==> config.mk <==
export PLATFORM = sky130hd
export DESIGN_NAME = spi_regfile
export DESIGN_NICKNAME = d
export VERILOG_FILES = /design/src/rtl/spi_regfile.sv
export SDC_FILE = /design/constraint.sdc
export NUM_CORES = 1
export LEC_CHECK = 0
export ABC_CLOCK_PERIOD_IN_PS = 6300
export BUFFER_PORTS_ARGS = -buffer_cell sky130_fd_sc_hd__buf_4
export CAP_MARGIN = 20
export CORE_MARGIN = 2
export CORE_UTILIZATION = 57
export DETAILED_ROUTE_END_ITERATION = 8
export PLACE_DENSITY_LB_ADDON = 0.1
export SETUP_SLACK_MARGIN = 0.05
export SYNTH_ARGS = -nofsm -noshare
export SYNTH_HDL_FRONTEND = slang
export SYNTH_SLANG_ARGS = --single-unit
==> constraint.sdc <==
create_clock -name clk -period 6.3 [get_ports clk]
set_input_delay 1.575 -clock clk [delete_from_list [all_inputs] [get_ports clk]]
set_output_delay 1.575 -clock clk [all_outputs]
set_load 0.005 [all_outputs]
==> src/rtl/spi_regfile.sv <==
`default_nettype none
// ============================================================================
// Module   : spi_regfile
// Brief    : SPI slave register bank with write lock, write counter, sticky
//            error flags and fast commands. Optional irq: SPI_REGFILE_IRQ_EN.
// Revision : 1.0 - initial release
// ============================================================================
module spi_regfile #(
    parameter int                ADDR_W   = 3,
    parameter int                REG_W    = 8,
    parameter logic [REG_W-1:0]  CTRL_RST = '0
) (
    input  logic                                clk,
    input  logic                                rst,
    input  logic [ADDR_W-1:0]                   reg_addr,
    input  logic [REG_W-1:0]                    reg_data_o,
    input  logic                                reg_data_o_vld,
    output logic [REG_W-1:0]                    reg_data_i,
    input  logic [5:0]                          fastcmd,
    input  logic                                fastcmd_vld,
    output logic [7:0]                          status,
    output logic [((2**ADDR_W)-2)*REG_W-1:0]    cfg_o,
    output logic                                irq
);

    localparam int         c_NREG    = 2**ADDR_W;
    localparam logic [5:0] c_FC_SRST = 6'h01;
    localparam logic [5:0] c_FC_CCNT = 6'h02;
    localparam logic [5:0] c_FC_CFLG = 6'h03;
    localparam logic [5:0] c_FC_UNLK = 6'h04;

    logic [REG_W-1:0] r_ctrl;
    logic [REG_W-1:0] r_wrcnt;
    logic [REG_W-1:0] r_gen [2:c_NREG-1];
    logic [REG_W-1:0] r_rdata;
    logic             r_wr_rej;
    logic             r_fc_unk;

    logic [REG_W-1:0] w_rdata;
    logic             w_wr_ok;
    logic             w_rej_set;
    logic             w_unk_set;
    logic             w_flag_clr;

    // A write colliding with a fast command is always dropped.
    assign w_wr_ok    = reg_data_o_vld & ~fastcmd_vld &
                        ((reg_addr == ADDR_W'(0)) |
                         ((reg_addr != ADDR_W'(1)) & ~r_ctrl[0]));
    assign w_rej_set  = reg_data_o_vld & ~w_wr_ok;
    assign w_unk_set  = fastcmd_vld & ((fastcmd == 6'h00) | (fastcmd > c_FC_UNLK));
    assign w_flag_clr = fastcmd_vld & ((fastcmd == c_FC_SRST) | (fastcmd == c_FC_CFLG));

    always_comb begin
        w_rdata = '0;
        case (reg_addr)
            ADDR_W'(0): w_rdata = r_ctrl;
            ADDR_W'(1): w_rdata = r_wrcnt;
            default:    w_rdata = r_gen[reg_addr];
        endcase
    end

    always_ff @(posedge clk or posedge rst) begin
        if (rst) begin
            r_ctrl   <= CTRL_RST;
            r_wrcnt  <= '0;
            r_rdata  <= '0;
            r_wr_rej <= 1'b0;
            r_fc_unk <= 1'b0;
            for (int k = 2; k < c_NREG; k++) begin
                r_gen[k] <= '0;
            end
        end else begin
            r_rdata <= w_rdata;
            if (fastcmd_vld) begin
                case (fastcmd)
                    c_FC_SRST: begin
                        r_ctrl  <= CTRL_RST;
                        r_wrcnt <= '0;
                        for (int k = 2; k < c_NREG; k++) begin
                            r_gen[k] <= '0;
                        end
                    end
                    c_FC_CCNT: r_wrcnt   <= '0;
                    c_FC_UNLK: r_ctrl[0] <= 1'b0;
                    default: ;
                endcase
            end else if (w_wr_ok) begin
                if (reg_addr == ADDR_W'(0)) begin
                    r_ctrl <= reg_data_o;
                end else begin
                    r_gen[reg_addr] <= reg_data_o;
                end
                r_wrcnt <= r_wrcnt + REG_W'(1);
            end
            // Clear wins over a same-cycle set.
            r_wr_rej <= w_flag_clr ? 1'b0 : (r_wr_rej | w_rej_set);
            r_fc_unk <= w_flag_clr ? 1'b0 : (r_fc_unk | w_unk_set);
        end
    end

    assign reg_data_i = r_rdata;
    assign status     = {4'b0000, r_ctrl[1], r_fc_unk, r_wr_rej, r_ctrl[0]};

    generate
        for (genvar k = 2; k < c_NREG; k++) begin : g_cfg
            assign cfg_o[(k-2)*REG_W +: REG_W] = r_gen[k];
        end
    endgenerate

`ifdef SPI_REGFILE_IRQ_EN
    logic r_irq;
    always_ff @(posedge clk or posedge rst) begin
        if (rst) begin
            r_irq <= 1'b0;
        end else begin
            r_irq <= r_ctrl[1] & (r_wr_rej | r_fc_unk);
        end
    end
    assign irq = r_irq;
`else
    assign irq = 1'b0;
`endif

endmodule
`default_nettype wire

== Yosys cells after proc, flatten, opt, wreduce, memory -nomap -nowiden ==
Cells that the tools add are included.
Word-level totals
  flip-flop bits (word level): 74
  input port bits: 21
  word-level logic and storage cells: 73
Operators by class
  add/sub/neg operators: 1
  order comparisons: 3
  equality and inequality tests: 10
  mux-type cells: 21
  bitwise gates (word level): 15
  reduce and logical (&&, ||, !) cells: 11
Operator list (number)
  2-to-1 mux 48 bit: 4
  2-to-1 mux 8 bit: 9
  bitwise mux 48 bit: 1
  binary-select mux 8 bit (select 3 bit): 1
  demux 8 bit (select 3 bit): 1
  one-hot mux 8 bit (2 select lines): 1
  equality test 6 x 2 -> 1 bit, second input constant: 2
  AND reduction 3 bit: 3
  adder 8 x 1 -> 8 bit, second input constant: 1
  2-to-1 mux 7 bit: 1
  bitwise AND 1 bit: 6
  equality test 6 x 1 -> 1 bit, second input constant: 1
  equality test 6 x 3 -> 1 bit, second input constant: 1
  > comparator 6 x 3 -> 1 bit, second input constant: 1
  zero test 6 bit: 1
  != test 2 bit, second input constant: 3
  OR 1 bit: 5
  >= comparator 4 bit, second input constant: 1
  < comparator 4 x 1 -> 1 bit, second input constant: 1
  inverter 3 -> 4 bit: 1
  nonzero test 2 bit: 2
  OR reduction 2 bit: 2
  equality test 3 x 1 -> 1 bit, second input constant: 1
  zero test 3 bit: 1
  6 further kinds: 10

== Longest topological paths before layout ==
Gate-level depths: netlist of run 1.
  word-level depth: 9
  gate-level depth with buffers: 6
  gate-level depth less buffers: 4

== Worst setup path after synthesis of run 1 ==
Ideal clock, no wire load.
  kind: input to register
  start: input port reg_addr[0]
  end: register r_ctrl[1]
  setup time: 125 ps
  arrival time: 2718 ps
  data required time: 6175 ps
  setup slack: 3457 ps
  stages: 5
  path buffers: 1
  cells stage by stage: buf_4 > nor3_2 > nand2_1 > o31ai_4 > mux2_2
Between the ends
  cells in the longest elaborated chain, start to end: 6
  elaborated cells between the ends (all ways): 8
  classes of those cells: eq/ne (1); bitwise (3); reduce/logical (4)
RTL lines
  start: declaration: RTL line 15  | input logic [ADDR_W-1:0] reg_addr,
  != test 3 x 1 -> 1 bit: RTL line 48  | ((reg_addr != ADDR_W'(1)) & ~r_ctrl[0]));
  bitwise AND 1 bit: RTL line 48
  OR 1 bit: RTL line 47  | ((reg_addr == ADDR_W'(0)) |
  bitwise AND 1 bit: RTL line 46  | assign w_wr_ok = reg_data_o_vld & ~fastcmd_vld &
  nonzero test 2 bit (no line)
  AND reduction 3 bit (no line) (*)
  end signal: assignment: RTL line 89  | r_ctrl <= reg_data_o;
  end: declaration: RTL line 32  | logic [REG_W-1:0] r_ctrl;
Mark *: on every way between the ends. The rest lies on a longest branch, timed or not.
A chain may end at the register's enable or synchronous reset.

== Final worst setup path of run 1 ==
  start: input port reg_addr[1]
  end: register r_gen (netlist bit cfg_o[0])
Between the ends
  cells in the longest elaborated chain, start to end: 9
  elaborated cells between the ends (all ways): 18
  classes of those cells: order compare (2); eq/ne (2); mux (6); bitwise (4); reduce/logical (4)
RTL lines
  inverter 3 -> 4 bit (implied by the code): RTL line 91  | r_gen[reg_addr] <= reg_data_o;
  >= comparator 4 bit (implied by the code) / < comparator 4 x 1 -> 1 bit (equally long branches): RTL line 91
  logical AND 1 bit (implied by the code): RTL line 91
  2-to-1 mux 8 bit (implied by the code): RTL line 91
  demux 8 bit (select 3 bit): RTL line 91
  bitwise mux 48 bit: RTL line 91
  2-to-1 mux 48 bit: RTL line 88  | if (reg_addr == ADDR_W'(0)) begin
  2-to-1 mux 48 bit: RTL line 87  | end else if (w_wr_ok) begin
  2-to-1 mux 48 bit: RTL line 74  | if (fastcmd_vld) begin
  end signal: indexed assignment: RTL line 91
  end: declaration: RTL line 34  | logic [REG_W-1:0] r_gen [2:c_NREG-1];
Parallel ways exist; a longest one is shown, timed or not. The select of a mux whose other input is x is not followed.

==> results of run 1 <==
[area by class of cell]
cell class	count	area, um^2	share of cell area [%]
sequential	74	1850	42.6
multi-input combinational	195	1570	36.1
timing repair buffer	81	608	14.0
clock buffer	10	128	2.93
tap	75	93.8	2.16
clock inverter	6	90.1	2.07
inverter	3	11.3	0.259
[cell usage in the layout, fill, tap and decap left out, types with 7 or more instances in the layout]
master / instances
a221o_1: 8
a22oi_1: 9
buf_4: 81
clkbuf_8: 9
dfrtp_1: 74
mux2_2: 12
mux4_2: 8
nand2_1: 20
nor2_1: 11
nor2b_1: 12
o21ai_0: 8
o21ai_2: 7
o2bb2ai_1: 48
[registers in the layout (all words and copies together) (netlist names)]
signal,cells
r_wrcnt,8
r_fc_unk,1
r_wr_rej,1
cfg_o,48
r_ctrl,8
reg_data_i,8
[Yosys cell counts (2+ instances only)]
library cell,instances
dfrtp_1,74
o2bb2ai_1,48
nand2_1,20
mux2_2,12
nor2b_1,12
nor2_1,11
buf_4,10
a22oi_1,9
a221o_1,8
mux4_2,8
o21ai_0,8
o21ai_2,7
buf_2,6
a21oi_1,5
nand4_1,5
clkbuf_1,4
and2_1,3
buf_1,3
inv_1,3
xor2_1,3
and3_1,2
and4b_1,2
mux2i_1,2
nand2b_1,2
nand3_1,2
nand3b_1,2
nor3_1,2
or3_1,2
or3b_2,2
[power groups by stage]
stage	Clock (mW)	Sequential (mW)	Combinational, mW
final	0.411	0.573	0.195
after global placement	0	0.580	0.191
after detailed placement	0	0.580	0.196
after CTS	0.413	0.572	0.197
after floorplan	0	0.567	0.121
after global routing	0.438	0.580	0.215
[stage by stage]
step / util [%] / instance area, um^2 / hold slack, ns / power [mW]
6_report: 72.6 / 4350 / 0.519 / 1.18
4_1_cts: 72.6 / 4350 / 0.515 / 1.18
2_1_floorplan: - / 3570 / 0.475 / 0.688
3_3_place_gp: 69.0 / 4130 / 0.491 / 0.771
3_5_place_dp: 69.0 / 4130 / 0.497 / 0.776
5_1_grt: 72.6 / 4350 / 0.537 / 1.23
[worst max path at each step]
| stage | from | end | slack (ns) | cells after the start |
|---|---|---|---|---|
| 2_1_floorplan | rst | cfg_o[0]$_DFFE_PP0P_ | 2.84 | 1 |
| 3_3_place_gp | fastcmd_vld | cfg_o[16]$_DFFE_PP0P_ | 3.03 | 5 |
| 3_5_place_dp | reg_addr[1] | cfg_o[0]$_DFFE_PP0P_ | 3.01 | 5 |
| 4_1_cts | fastcmd_vld | cfg_o[8]$_DFFE_PP0P_ | 3.39 | 5 |
| 5_1_grt | fastcmd_vld | cfg_o[8]$_DFFE_PP0P_ | 3.26 | 5 |
| 6_report | reg_addr[1] | cfg_o[0]$_DFFE_PP0P_ | 3.34 | 5 |
[logic make-up after synthesis]
logic type | count (synthesis) | synth area share (%)
xor gates and xnor gates | 4 | 0.984
buffers and inverters | 27 | 4.32
and+or+nand+nor | 72 | 11.0
DFF | 74 | 52.0
other | 1 | 0.105
AOI/OAI and AO/OA | 91 | 21.8
muxes | 22 | 9.42
adders and majority gates | 1 | 0.351
[layer usage]
layer / global-route usage (%) / up-vias / routed length (um) / part of all wire, %
li1: - / 1247 / - / -
met5: 0 / - / 0 / 0
met1: 37.8 / 1452 / 3880 / 43
met2: 44.8 / 121 / 4500 / 49
met3: 7.46 / 15 / 589 / 6.5
met4: 8.05 / 0 / 144 / 1.6
==> results.py, run 1 <==
metrics = {
    "status": {
        "outcome": "finished clean",
    },
    "worst_setup_path": {
        "r2r-end": "cfg_o[21]$_DFFE_PP0P_",
        "rr_startpoint": "r_ctrl[0]$_DFFE_PP0P_",
        "cp-start-kind": "primary input",
        "crit_chain": "buf_4 > nor2b_1 > nor2b_1 > o21ai_2 > o2bb2ai_1",
        "required_ns": 6.53,
        "crit_buf_inv": 1,
        "cp_max_fo": 21,
        "crit_type": "primary input to flop",
        "worstPathArrival_ns": 3.19,
        "crit_top_cell": "nor2b_1",
        "critPathCaptureType": "flop",
        "slowest_delay_ns": 0.62,
        "reg2regPathDepth": 4,
        "cp_top_family": "simple AND/OR/NAND/NOR gates",
        "rrSetupSlack_ns": 4.39,
        "critPathSlowestCell": "nor2b_1",
    },
    "layout": {
        "final.fill_count": 431,
        "finalNonFillerCells": 444,
        "syn2layout_area_growth_pct": 22.2,
        "drive_gt1_share_pct": 35.8,
        "antennaDiodeCount": 0,
        "nNetsFinal": 386,
    },
    "job": {
        "cap_violations": 0,
    },
    "global_routing": {
        "grt_pass1_wl_mm": 15.0,
        "grtUsageTotal_pct": 27.9,
        "overflow": 0,
        "grt_pass1_vias": 2761,
        "grt_antenna_before_repair": 0,
        "grt_max_degree": 75,
    },
    "logic_synthesis": {
        "synth_top_area_share_pct": 52.0,
        "ys_seq_area_share_pct": 52.0,
        "synth_flop_cell": "dfrtp_1",
        "synth_edf_count": 0,
        "ys_types": 44,
        "synthTopCellsByArea": "dfrtp_1 52%, o2bb2ai_1 12%, mux4_2 5.1%, mux2_2 3.8%, a221o_1 2.2%",
        "netlist_area_um2": 3560,
        "synth_largest_area_cell": "dfrtp_1",
        "synthCells": 292,
        "synth_warnings": 0,
        "syn_avg_cell_area_um2": 12.2,
        "ys_seq_elements": 74,
        "synthArstFlopShare_pct": 100,
    },
    "clock_network": {
        "postCtsResizedCells": 0,
        "clkTransAtPathRegs_ns": 0.08,
        "postCtsSetupBuffers": 0,
        "numCtsBuffers": 9,
        "cts_tree": "built",
        "ctsRootBufferMaster": "clkbuf_8",
        "clk_latency_ns": 0.35,
        "cts_hold_buffers": 0,
        "htree_levels": 3,
        "clock_sinks": 74,
        "clockBufferDepth": 2,
    },
    "detailed_routing": {
        "routedWlPerCell_um": 20.5,
        "drc": 0,
        "routed_wl_mm": 9.11,
        "final_antenna_net_count": 0,
        "drt-initial-drc-count": 247,
        "vias_per_cell": 6.39,
        "vias": 2835,
        "first_pass_iters": 5,
    },
    "sta": {
        "tightest_slew_ns": 0.903,
        "report.final.hold_viol_count": 0,
        "min_period_ns": 2.96,
        "slew_viol_final": 0,
        "rsz0062_at_grt": "false",
        "finalCritPeriodShare_pct": 46.9,
        "setup-violations-final": 0,
        "max_clock_freq_ghz": 0.338,
        "maxSlewHeadroom_pct": 39.8,
        "fin_ws_ns": 3.34,
        "tns_ns": 0,
        "fin_skew_ns": 0.00729,
    },
    "power_and_ir_drop": {
        "power_density_nw_per_um2": 271,
        "pwr-share-comb_pct": 16.6,
        "intPower_mw": 0.852,
        "swShare_pct": 27.7,
        "ir_drop_mv": 0.201,
        "netSwitchingPower_mw": 0.327,
        "p_seq_share_pct": 48.6,
        "clkPwrFrac_pct": 34.8,
        "p_leak_nw": 1.97,
    },
    "place": {
        "placed_cells": 428,
        "dp_slack_ns": 3.01,
        "dp_hpwl_mm": 6.39,
        "gp_congestion": 0.852,
        "io_buffers": 80,
    },
    "floorplanning": {
        "fp-row-count": 28,
        "io_pins": 86,
        "die_y_um": 83.0,
        "dieWidth_um": 83.0,
        "fp.dieArea_um2": 6890,
        "coreArea_um2": 5990,
        "initial_utilization_pct": 59.4,
    },
    "min_path": {
        "worst_hold_path_type": "flop to flop",
        "min_from": "r_ctrl[7]$_DFFE_PP0P_",
        "hold_end": "r_ctrl[7]$_DFFE_PP0P_",
        "holdPathStages": 1,
    },
}
Note: power is estimated with default switching activity, not from simulation.
==> run 2: changes to the inputs <==
--- a/config.mk
+++ b/config.mk
@@ -5,11 +5,11 @@
 export SDC_FILE = /design/constraint.sdc
 export NUM_CORES = 1
 export LEC_CHECK = 0
-export ABC_CLOCK_PERIOD_IN_PS = 6300
+export ABC_CLOCK_PERIOD_IN_PS = 3000
 export BUFFER_PORTS_ARGS = -buffer_cell sky130_fd_sc_hd__buf_4
 export CAP_MARGIN = 20
 export CORE_MARGIN = 2
-export CORE_UTILIZATION = 57
+export CORE_UTILIZATION = 53
 export DETAILED_ROUTE_END_ITERATION = 8
 export PLACE_DENSITY_LB_ADDON = 0.1
 export SETUP_SLACK_MARGIN = 0.05
==> constraint.sdc (replaced) <==
create_clock -name clk -period 3 [get_ports clk]
set_input_delay 0.75 -clock clk [delete_from_list [all_inputs] [get_ports clk]]
set_output_delay 0.75 -clock clk [all_outputs]
set_load 0.005 [all_outputs]
==> results.py, run 2 (synthesis results as in run 1) <==
metrics = {
    "status": {
        "outcome": "finished clean",
    },
    "worst_setup_path": {
        "cp_max_fo": 24,
        "required_ns": 3.26,
        "worstPathArrival_ns": 2.38,
        "crit_chain": "buf_4 > or3b_2 > nor2_2 > nand3b_1 > o2bb2ai_1",
        "rrSetupSlack_ns": 1.08,
        "critPathSlowestCell": "or3b_2",
        "rr_startpoint": "r_ctrl[0]$_DFFE_PP0P_",
        "critPathCaptureType": "flop",
        "crit_type": "primary input to flop",
        "r2r-end": "cfg_o[32]$_DFFE_PP0P_",
        "reg2regPathDepth": 4,
        "slowest_delay_ns": 0.54,
        "cp-start-kind": "primary input",
    },
    "sta": {
        "report.final.hold_viol_count": 0,
        "fin_ws_ns": 0.881,
        "max_clock_freq_ghz": 0.472,
        "slew_viol_final": 0,
        "finalCritPeriodShare_pct": 70.6,
        "fin_hold_ws_ns": 0.517,
        "tns_ns": 0,
        "setup-violations-final": 0,
        "min_period_ns": 2.12,
        "maxSlewHeadroom_pct": 46.2,
        "rsz0062_at_grt": "false",
        "fin_skew_ns": 0.00875,
        "tightest_slew_ns": 0.806,
    },
    "place": {
        "dp_hpwl_mm": 6.52,
        "io_buffers": 80,
        "dp_slack_ns": 0.530,
        "post_dp_cell_area_um2": 4160,
        "gp_congestion": 0.828,
    },
    "detailed_routing": {
        "drt-initial-drc-count": 176,
        "final_antenna_net_count": 0,
        "drc": 0,
        "routed_wl_mm": 9.30,
        "first_pass_iters": 4,
        "vias_per_cell": 6.20,
        "routedWlPerCell_um": 20.8,
        "vias": 2777,
    },
    "global_routing": {
        "use_met2_pct": 42.6,
        "overflow": 0,
        "grt_antenna_before_repair": 0,
        "grt_pass1_wl_mm": 15.4,
        "grtUsageTotal_pct": 27.5,
        "grt_max_degree": 39,
        "grt_pass1_vias": 2869,
        "grt_util_met3_pct": 5.29,
        "busiest_layer": "met2",
        "use_met1_pct": 38.5,
    },
    "min_path": {
        "holdPathStages": 1,
        "min_from": "r_ctrl[6]$_DFFE_PP0P_",
        "hold_end": "reg_data_i[6]$_DFF_PP0_",
        "worst_hold_path_type": "flop to flop",
    },
    "floorplanning": {
        "dieWidth_um": 86.0,
        "io_pins": 86,
        "fp.dieArea_um2": 7390,
        "die_y_um": 86.0,
        "initial_utilization_pct": 55.4,
        "coreArea_um2": 6420,
        "fp-row-count": 29,
    },
    "clock_network": {
        "cts_hold_buffers": 0,
        "postCtsSetupBuffers": 0,
        "htree_levels": 3,
        "numCtsBuffers": 9,
        "cts_tree": "built",
        "ctsRootBufferMaster": "clkbuf_8",
        "clkTransAtPathRegs_ns": 0.08,
        "clk_latency_ns": 0.35,
        "postCtsResizedCells": 0,
        "clock_sinks": 74,
        "clockBufferDepth": 2,
    },
    "power_and_ir_drop": {
        "ir_drop_mv": 0.415,
        "p_leak_nw": 2.00,
        "power_density_nw_per_um2": 581,
    },
    "layout": {
        "final_common_cell": "buf_4",
        "final.fill_count": 480,
        "nNetsFinal": 388,
        "drive_gt1_share_pct": 35.8,
        "final_cell_mix": "82 x buf_4, 74 x dfrtp_1, 48 x o2bb2ai_1",
        "antennaDiodeCount": 0,
        "syn2layout_area_growth_pct": 23.8,
        "largest_reg_flops": 48,
        "design_area_um2": 4410,
    },
    "job": {
        "cap_violations": 0,
    },
}
run 2: critical path: cells and delay by family:
| kind | cells | cell delay, ns |
|---|---|---|
| AND/OR/NAND/NOR | 3 | 1.17 |
| AO/OA/AOI/OAI | 1 | 0.24 |
| buffers and inverters | 1 | 0.20 |
run 2: worst max path at each step:
stage                            end        start  cells after the start  slack (ns)
2_1_floorplan   cfg_o[0]$_DFFE_PP0P_          rst                      1        0.37
3_3_place_gp    cfg_o[0]$_DFFE_PP0P_  fastcmd_vld                      5        0.57
3_5_place_dp    cfg_o[0]$_DFFE_PP0P_  fastcmd_vld                      5        0.53
4_1_cts        cfg_o[32]$_DFFE_PP0P_  fastcmd_vld                      5        0.89
5_1_grt        cfg_o[24]$_DFFE_PP0P_  fastcmd_vld                      5        0.77
6_report       cfg_o[32]$_DFFE_PP0P_  fastcmd_vld                      5        0.88
run 2: where the power goes:
part | switching, mW | internal, mW
clock | 0.362 | 0.578
sequential | 0.106 | 1.10
combinational | 0.194 | 0.222
run 2: metal layers:
layer | up-vias | share of wire, %
met5 | - | 0
met4 | 0 | 1.4
met3 | 12 | 7.1
met2 | 117 | 48
met1 | 1392 | 43
li1 | 1256 | -
run 2: per-stage QoR:
step           util (%)  cells  power, mW
2_1_floorplan         -    296       1.45
3_3_place_gp       64.8    432       1.63
3_5_place_dp       64.8    432       1.64
4_1_cts            68.6    448       2.57
5_1_grt            68.6    448       2.67
6_report           68.6    448       2.56
run 2: cell type report:
type | count | area [um^2] | share of cell area, %
Sequential cell | 74 | 1850 | 42.0
Timing Repair Buffer | 83 | 636 | 14.4
Tap cell | 77 | 96.3 | 2.19
Multi-Input combinational cell | 195 | 1570 | 35.6
Clock inverter | 4 | 98.8 | 2.24
Inverter | 3 | 11.3 | 0.255
Clock buffer | 12 | 145 | 3.29
